===== src/rtl/layer_bias_rx.sv =====
// layer_bias_rx: receiving end of the per-layer bias stream.
// Each 64-bit beat carries two signed 32-bit biases. The low word is the even
// index and the high word is the odd index. The biases are stored raw in a
// local register array. The convolution engine reads them back through a
// read port with 1-cycle latency.
// A set can be reloaded at any time outside LOAD by pulsing load_start.
// Optional build macro: BIAS_RX_CHK_EN adds a sticky err_flag output. It flags
// a beat stream that ends early, or one whose final beat lacks bias_last.
module layer_bias_rx #(
  parameter int BIAS_NUM = 16,
  parameter int ADDR_W   = 4
) (
  input  logic              sclk,
  input  logic              s_rst_n,
  input  logic              load_start,
  input  logic [63:0]       bias_data,
  input  logic              bias_valid,
  input  logic              bias_last,
  output logic              ready,
  output logic              bias_done,
  input  logic              rd_en,
  input  logic [ADDR_W-1:0] rd_addr,
  output logic [31:0]       rd_data,
  output logic              rd_valid
`ifdef BIAS_RX_CHK_EN
  ,
  output logic              err_flag
`endif
);

  localparam int BEAT_NUM = BIAS_NUM / 2;
  localparam int CNT_W    = (BEAT_NUM > 1) ? $clog2(BEAT_NUM) : 1;
  localparam logic [CNT_W-1:0] LAST_CNT = CNT_W'(BEAT_NUM - 1);

  typedef enum logic [1:0] {
    IDLE = 2'd0,
    LOAD = 2'd1,
    DONE = 2'd2
  } state_t;

  state_t           state_r;
  state_t           state_nxt_s;
  logic [CNT_W-1:0] beat_cnt_r;
  logic [31:0]      mem_r [BIAS_NUM];
  logic             start_s;
  logic             accept_s;
  logic             final_s;
  logic [31:0]      rd_word_s;

  // Decode the handshake, recognise the final beat, and choose the next state.
  always_comb begin
    state_nxt_s = state_r;
    start_s     = 1'b0;
    accept_s    = (state_r == LOAD) && bias_valid && ready;
    final_s     = accept_s && (bias_last || (beat_cnt_r == LAST_CNT));
    case (state_r)
      IDLE, DONE: begin
        start_s = load_start;
        if (load_start) begin
          state_nxt_s = LOAD;
        end else begin
          state_nxt_s = state_r;
        end
      end
      LOAD: begin
        if (final_s) begin
          state_nxt_s = DONE;
        end else begin
          state_nxt_s = LOAD;
        end
      end
      default: begin
        state_nxt_s = IDLE;
      end
    endcase
  end

  // Hold the state register, beat counter and registered ready/bias_done.
  always_ff @(posedge sclk or negedge s_rst_n) begin
    if (!s_rst_n) begin
      state_r    <= IDLE;
      beat_cnt_r <= '0;
      ready      <= 1'b0;
      bias_done  <= 1'b0;
    end else begin
      state_r <= state_nxt_s;
      if (start_s) begin
        beat_cnt_r <= '0;
        bias_done  <= 1'b0;
        ready      <= 1'b1;
      end else if (accept_s) begin
        beat_cnt_r <= beat_cnt_r + CNT_W'(1'b1);
        if (final_s) begin
          ready     <= 1'b0;
          bias_done <= 1'b1;
        end
      end
    end
  end

  // Write both words of each accepted beat into the bias array.
  // Reset clears the array so that a partially loaded set is discarded.
  always_ff @(posedge sclk or negedge s_rst_n) begin
    if (!s_rst_n) begin
      for (int i = 0; i < BIAS_NUM; i++) begin
        mem_r[i] <= 32'd0;
      end
    end else begin
      for (int k = 0; k < BEAT_NUM; k++) begin
        if (accept_s && (beat_cnt_r == CNT_W'(k))) begin
          mem_r[2*k]   <= bias_data[31:0];
          mem_r[2*k+1] <= bias_data[63:32];
        end
      end
    end
  end

  // Select the addressed entry. Addresses outside the array read as zero.
  always_comb begin
    rd_word_s = 32'd0;
    for (int i = 0; i < BIAS_NUM; i++) begin
      rd_word_s = (rd_addr == ADDR_W'(i)) ? mem_r[i] : rd_word_s;
    end
  end

  // Register the read result.
  // The array is sampled before this edge's write, so the read returns the old value.
  always_ff @(posedge sclk or negedge s_rst_n) begin
    if (!s_rst_n) begin
      rd_data  <= 32'd0;
      rd_valid <= 1'b0;
    end else begin
      rd_valid <= rd_en;
      if (rd_en) begin
        rd_data <= rd_word_s;
      end
    end
  end

`ifdef BIAS_RX_CHK_EN
  // Sticky stream-framing error; an accepted load_start clears it.
  always_ff @(posedge sclk or negedge s_rst_n) begin
    if (!s_rst_n) begin
      err_flag <= 1'b0;
    end else if (start_s) begin
      err_flag <= 1'b0;
    end else if (accept_s && (bias_last != (beat_cnt_r == LAST_CNT))) begin
      err_flag <= 1'b1;
    end
  end
`endif

endmodule


===== config.mk =====
export PLATFORM = sky130hd
export DESIGN_NAME = layer_bias_rx
export DESIGN_NICKNAME = d
export VERILOG_FILES = /design/src/rtl/layer_bias_rx.sv
export SDC_FILE = /design/constraint.sdc
export NUM_CORES = 1
export LEC_CHECK = 0
export CORE_ASPECT_RATIO = 0.9
export CORE_UTILIZATION = 60
export DETAILED_ROUTE_END_ITERATION = 7
export GPL_TIMING_DRIVEN = 0
export PLACE_DENSITY = 0.79
export SYNTH_ARGS = -nofsm -noshare
export SYNTH_HDL_FRONTEND = slang
export SYNTH_SLANG_ARGS = --single-unit
export TNS_END_PERCENT = 5

===== constraint.sdc =====
create_clock -name sclk -period 2.7 [get_ports sclk]
set_clock_uncertainty 0.1 [all_clocks]
set_input_delay 0.54 -clock sclk [delete_from_list [all_inputs] [get_ports sclk]]
set_output_delay 0.54 -clock sclk [all_outputs]
set_load 0.02 [all_outputs]

# Word-level counts from Yosys, hierarchy flattened
# Index checks and enable logic that the tools add are counted.
# word_totals
n_memories	0
ramBits	0
elab_cells	95
latch_bits	0
regBits	552
romBits	0
# op_classes
n_mul	0
eq_ne	25
bitwise_logic	0
n_addsub	1
n_lt_le_gt_ge	0
muxes	28
n_div	0
shifts	0
n_reduce_logical	19
# ops
operator	n
$mux W32	16
$eq A4 B4 Y1 const B	8
$eq A4 B3 Y1 const B	4
$eq A3 B3 Y1 const B	4
$logic_and A1 B1 Y1	11
$eq A4 B2 Y1 const B	2
$mux W1	7
$eq A3 B2 Y1 const B	2
$mux W3	2
$eq A4 B1 Y1 const B	1
$logic_not A4 Y1	1
$mux W2	2
$pmux W2 S2	1
$reduce_bool A2 Y1	2
$add A3 B1 Y3 const B	1
$eq A3 B1 Y1 const B	1
$logic_not A3 Y1	1
$eq A2 B1 Y1 const B	1
$eq A2 B2 Y1 const B	1
$logic_not A2 Y1	1
$ne A2 B2 Y1 const B	1
$reduce_and A2 Y1	1
$reduce_or A2 Y1	1
$logic_or A1 B1 Y1	1

# Logic depth before layout (Yosys ltp)
# depth
word_depth	17
ltp_mapped	9
mapped_depth_nobuf	5

# Least setup slack after synthesis
# Ideal clock, no wire load.
# synth_path
path_type	in2reg
from	input port rd_addr[1]
to	register rd_data[12]
path_slack_ns	0.626
arrival_ns	1.829
t_required_ns	2.454
setup_ns	0.146
path_buffers	2
stages	7
path_cell_list	buf_6 -> or4b_2 -> clkbuf_1 -> o22ai_1 -> a21oi_1 -> o211ai_1 -> a221oi_1
# synth_between
elab_chain_cells	17
# synth_lines
item	line_no	rtl
start: declaration	22	input logic [ADDR_W-1:0] rd_addr,
$logic_not A4 Y1	122	rd_word_s = (rd_addr == ADDR_W'(i)) ? mem_r[i] : rd_word_s;
$mux W32 (15 in series)	122	
$mux W32 (*)	122	
end signal: assignment	135	rd_data <= rd_word_s;
end: declaration	23	output logic [31:0] rd_data,
# Every way passes the cells marked *; elsewhere a longest branch is shown, timed or not.
# A chain may end at the register's enable or synchronous reset.

# Worst setup path in the final report
# layout_path
from	input port rd_addr[2]
to	register rd_data[19]
# Same word-level chain as after synthesis.

==> summary.txt <==
Status - finished with violations
Violated checks - capacitance limit, slew limit, setup timing
Crit share post-route - 106%
FMAX - 0.350 GHz
Pre-antenna DRT Iters - 8
Final Util - 69.6%
Avg Cell Area, Syn - 12.7 sq um
Clk slew on worst S/H paths - 0.06 ns
Cell Rows - 72
Initial antenna violation count - 5
Post-synthesis simple-gate area fraction - 5.35%
CP max FO - 10
CP cell instances - clkdlybuf4s50_1 -> buf_4 -> nand2b_1 -> buf_1 -> o22ai_1 -> nand2_1 -> o211ai_1 -> a31o_1
Crit. path cell count - 8
Largest net degree at the start of global routing - 116
Synth Area in Compound Gates - 11.4%
Power per Cell Area - 961 nW/um^2
Worst vdd ir - 0.000520 V
DRC - 0
Crit-path slowest cell - buf_1
Clock sinks - 552
Mux cell area share after synthesis - 26.2%
Fin area - 29,900 sq um
R2R cell count - 5
Detailed-route via count - 20,772
Vias in the first global route - 20,315
Clock root buffer master - clkbuf_16
CTS tree - done
I/O Pins - 109
WL/cell - 36.1 um
Synth Area in Adders - 0.288%
Gpl congestion - 1.01
Clk_lat worst skew - 0.64 ns
CP bufs+invs - 3
Synth Net Count - 2,137
Rel. slew slack - -4.94%
Xor and xnor area share after synthesis - 0%
Die Ht - 200 um
Final ANT Viol Nets - 0
R2R Path Start - beat_cnt_r[0]
Synth Instances - 2,057
Area Overhead vs Synth - 14.5%
Min cycle time layout - 2.86 ns
Async SR Flop Fraction - 100%
Pins over their slew limit - 11
Synth Flop Type - dfrtp_1
Die area - 44,300 sq um
DP Area - 28,000 sq um
CP Capture Point - rd_data[19]
Routed wire length - 102 mm
Total GRT Usage - 46.4%
GRT overflow - 0
Core area - 42,900 sq um
Total CTS buffers - 54
First-pass GRT wire length - 144 mm
Slack of the worst reg-to-reg path - 0.17 ns
Unrepaired setup endpoints after global routing - yes
Max incr delay on CP - 0.99 ns
Yosys warnings - 0
Port Buf Inserts - 107
Vias per std cell - 7.35
FF-to-FF End - mem_r[44]
Final Total Pwr - 28.7 mW
Main combinational cell family by area after synthesis - multiplexers
Detailed Place HPWL - 64.0 mm
EDFF count, synth - 0
Setup crit start - rd_addr[2]
Worst-Margin Slew - 1.57 ns
Initial Util - 60.8%
Library cells used by synthesis - 83
Die width - 222 um
Critical Path AT - 3.28 ns
Worst Setup End Kind - flip-flop
LEAKAGE - 13.8 nW
Synthesized cell area - 26,100 sq um
Setup CP Type - in -> reg
Critical Path RT - 3.12 ns
Post-synthesis sequential area ratio - 53.0%
FF+latch count, synth - 552
Nets - 2,308
Clock buffer depth - 3
Post-route insts no fill - 2,825
Hold Crit Class - in -> reg
Share of cells above drive strength 1 - 35.6%
Final hold slack - 0.293 ns
Iteration-0 DRC Markers - 3,462
Fin. Hold Viols - 0
Kind of start point of the critical path - input port
Max Cap Viol - 1
Placed cells - 2,724
CTS H-tree lvls - 2
CP top delay family - buffers and inverters
Setup WS post-layout - -0.155 ns
Final setup viols - 20
## registers in the layout (all words and copies together), names as in the netlist
signal,flops
beat_cnt_r,3
rd_valid,1
rd_data,32
state_r,2
bias_done,1
mem_r,512
ready,1
## worst reg2reg max path, cell delays in order, from the launching register on
cell     delay [ns]
dfrtp_1        0.43
ha_1           0.25
ha_1           0.21
nand2_1        0.43
buf_2          0.58
mux2_2         0.43
## metrics by stage
stage | TNS (ns) | setup WS [ns]
final | -1.82 | -0.155
after CTS | -0.312 | -0.312
after global placement | - | -22.95
after detailed placement | -52.47 | -1.97
after floorplan | 0 | 0.626
after global routing | -0.601 | -0.0909
## kinds of logic (layout without fill, tap and decap cells)
family,count (synthesis),in the layout
compound gates,444,444
fa+ha+maj,6,6
buf+inv,168,376
flops,552,552
mux,602,602
other cells,0,5
simple gates,285,285
## worst min path at each step
stage | from | to | cells past startpoint
floorplan | s_rst_n | beat_cnt_r[0] | 0
global placement | mem_r[365] | mem_r[365] | 1
global route | rd_en | rd_valid | 1
detailed placement | s_rst_n | mem_r[88] | 1
finish | rd_en | rd_valid | 1
CTS | s_rst_n | mem_r[248] | 2
## area by class of cell
type / count / area (sq um)
antenna: 5 / 12.5
buffer: 157 / 1000
fill: 3122 / 13000
sequential: 552 / 13800
timing repair buffer: 115 / 1240
clock inverter: 22 / 244
multi-input combinational: 1337 / 11300
inverter: 11 / 41.3
clock buffer: 71 / 1510
tap: 555 / 694
## routing by layer
layer / global-route usage [%] / part of all wire, % / vias to the layer above
li1: - / - / 7970
met1: 59.2 / 36 / 10416
met2: 64.2 / 40 / 1869
met3: 21.1 / 16 / 515
met4: 29.4 / 7.3 / 2
met5: 0 / 0.013 / -
## cells in the mapped netlist, types with 6 or more instances
cell type    n  area, sq um
a211oi_1    19          143
a21o_1      13         97.6
a21oi_1     91          455
a221oi_1    25          219
a22oi_1     24          180
a2bb2oi_1   17          149
buf_2       70          350
buf_4       30          225
buf_6       15          169
clkbuf_1    37          139
dfrtp_1    552        13800
ha_1         6         75.1
inv_1       10         37.5
mux2_2     537         6050
mux2i_1     54          541
mux4_2       7          158
nand2_1     76          285
nand2b_1    26          163
nand3_1     17         85.1
nand4_1      8         50.1
nor2_1      98          368
nor2b_1     15         93.8
nor3_1      13         65.1
o211ai_1    14          105
o21ai_0     94          470
o221ai_1    17          149
o22ai_1     55          344
o31ai_1      6         45.0
## placed cells by master (no fill, tap or decap), drive strengths merged, types with 5 or more instances in the layout
cell | netlist | routed
nor2 | 100 | 100
ha | 6 | 6
o22a | 5 | 5
mux4 | 9 | 9
clkbuf | 39 | 112
clkdlybuf4s50 | 0 | 105
nor3 | 14 | 14
bufinv | 0 | 5
nand3 | 20 | 20
buf | 118 | 124
a21oi | 91 | 91
nand4 | 9 | 9
a2111oi | 9 | 9
dfrtp | 552 | 552
mux2 | 539 | 539
a22oi | 24 | 24
o22ai | 55 | 55
nor2b | 17 | 17
nand2b | 26 | 26
o21ai | 96 | 96
a22o | 5 | 5
mux2i | 54 | 54
o221ai | 17 | 17
o31ai | 6 | 6
a221oi | 27 | 27
nand2 | 77 | 77
a21o | 13 | 13
clkinv | 0 | 14
inv | 11 | 12
a211oi | 19 | 19
a2bb2oi | 17 | 17
o211ai | 14 | 14
o2bb2ai | 5 | 5
diode | 0 | 5
## power by group
part / leakage, nW / total, mW / switching (mW) / internal [mW]
clock network: 0.869 / 7.75 / 3.37 / 4.38
registers: 7.21 / 13.3 / 1.83 / 11.5
logic: 5.73 / 7.61 / 3.51 / 4.10
## repair_timing
item / 4_1_cts / 5_1_grt
setup endpoints to repair: 32 / 29
pin swaps: 0 / 1
hold buffers: 1 / 0
gates resized for setup: 23 / 33
hold endpoints to repair: 44 / 0
buffers inserted: 0 / 2
Power figures use the tool's default switching activity.
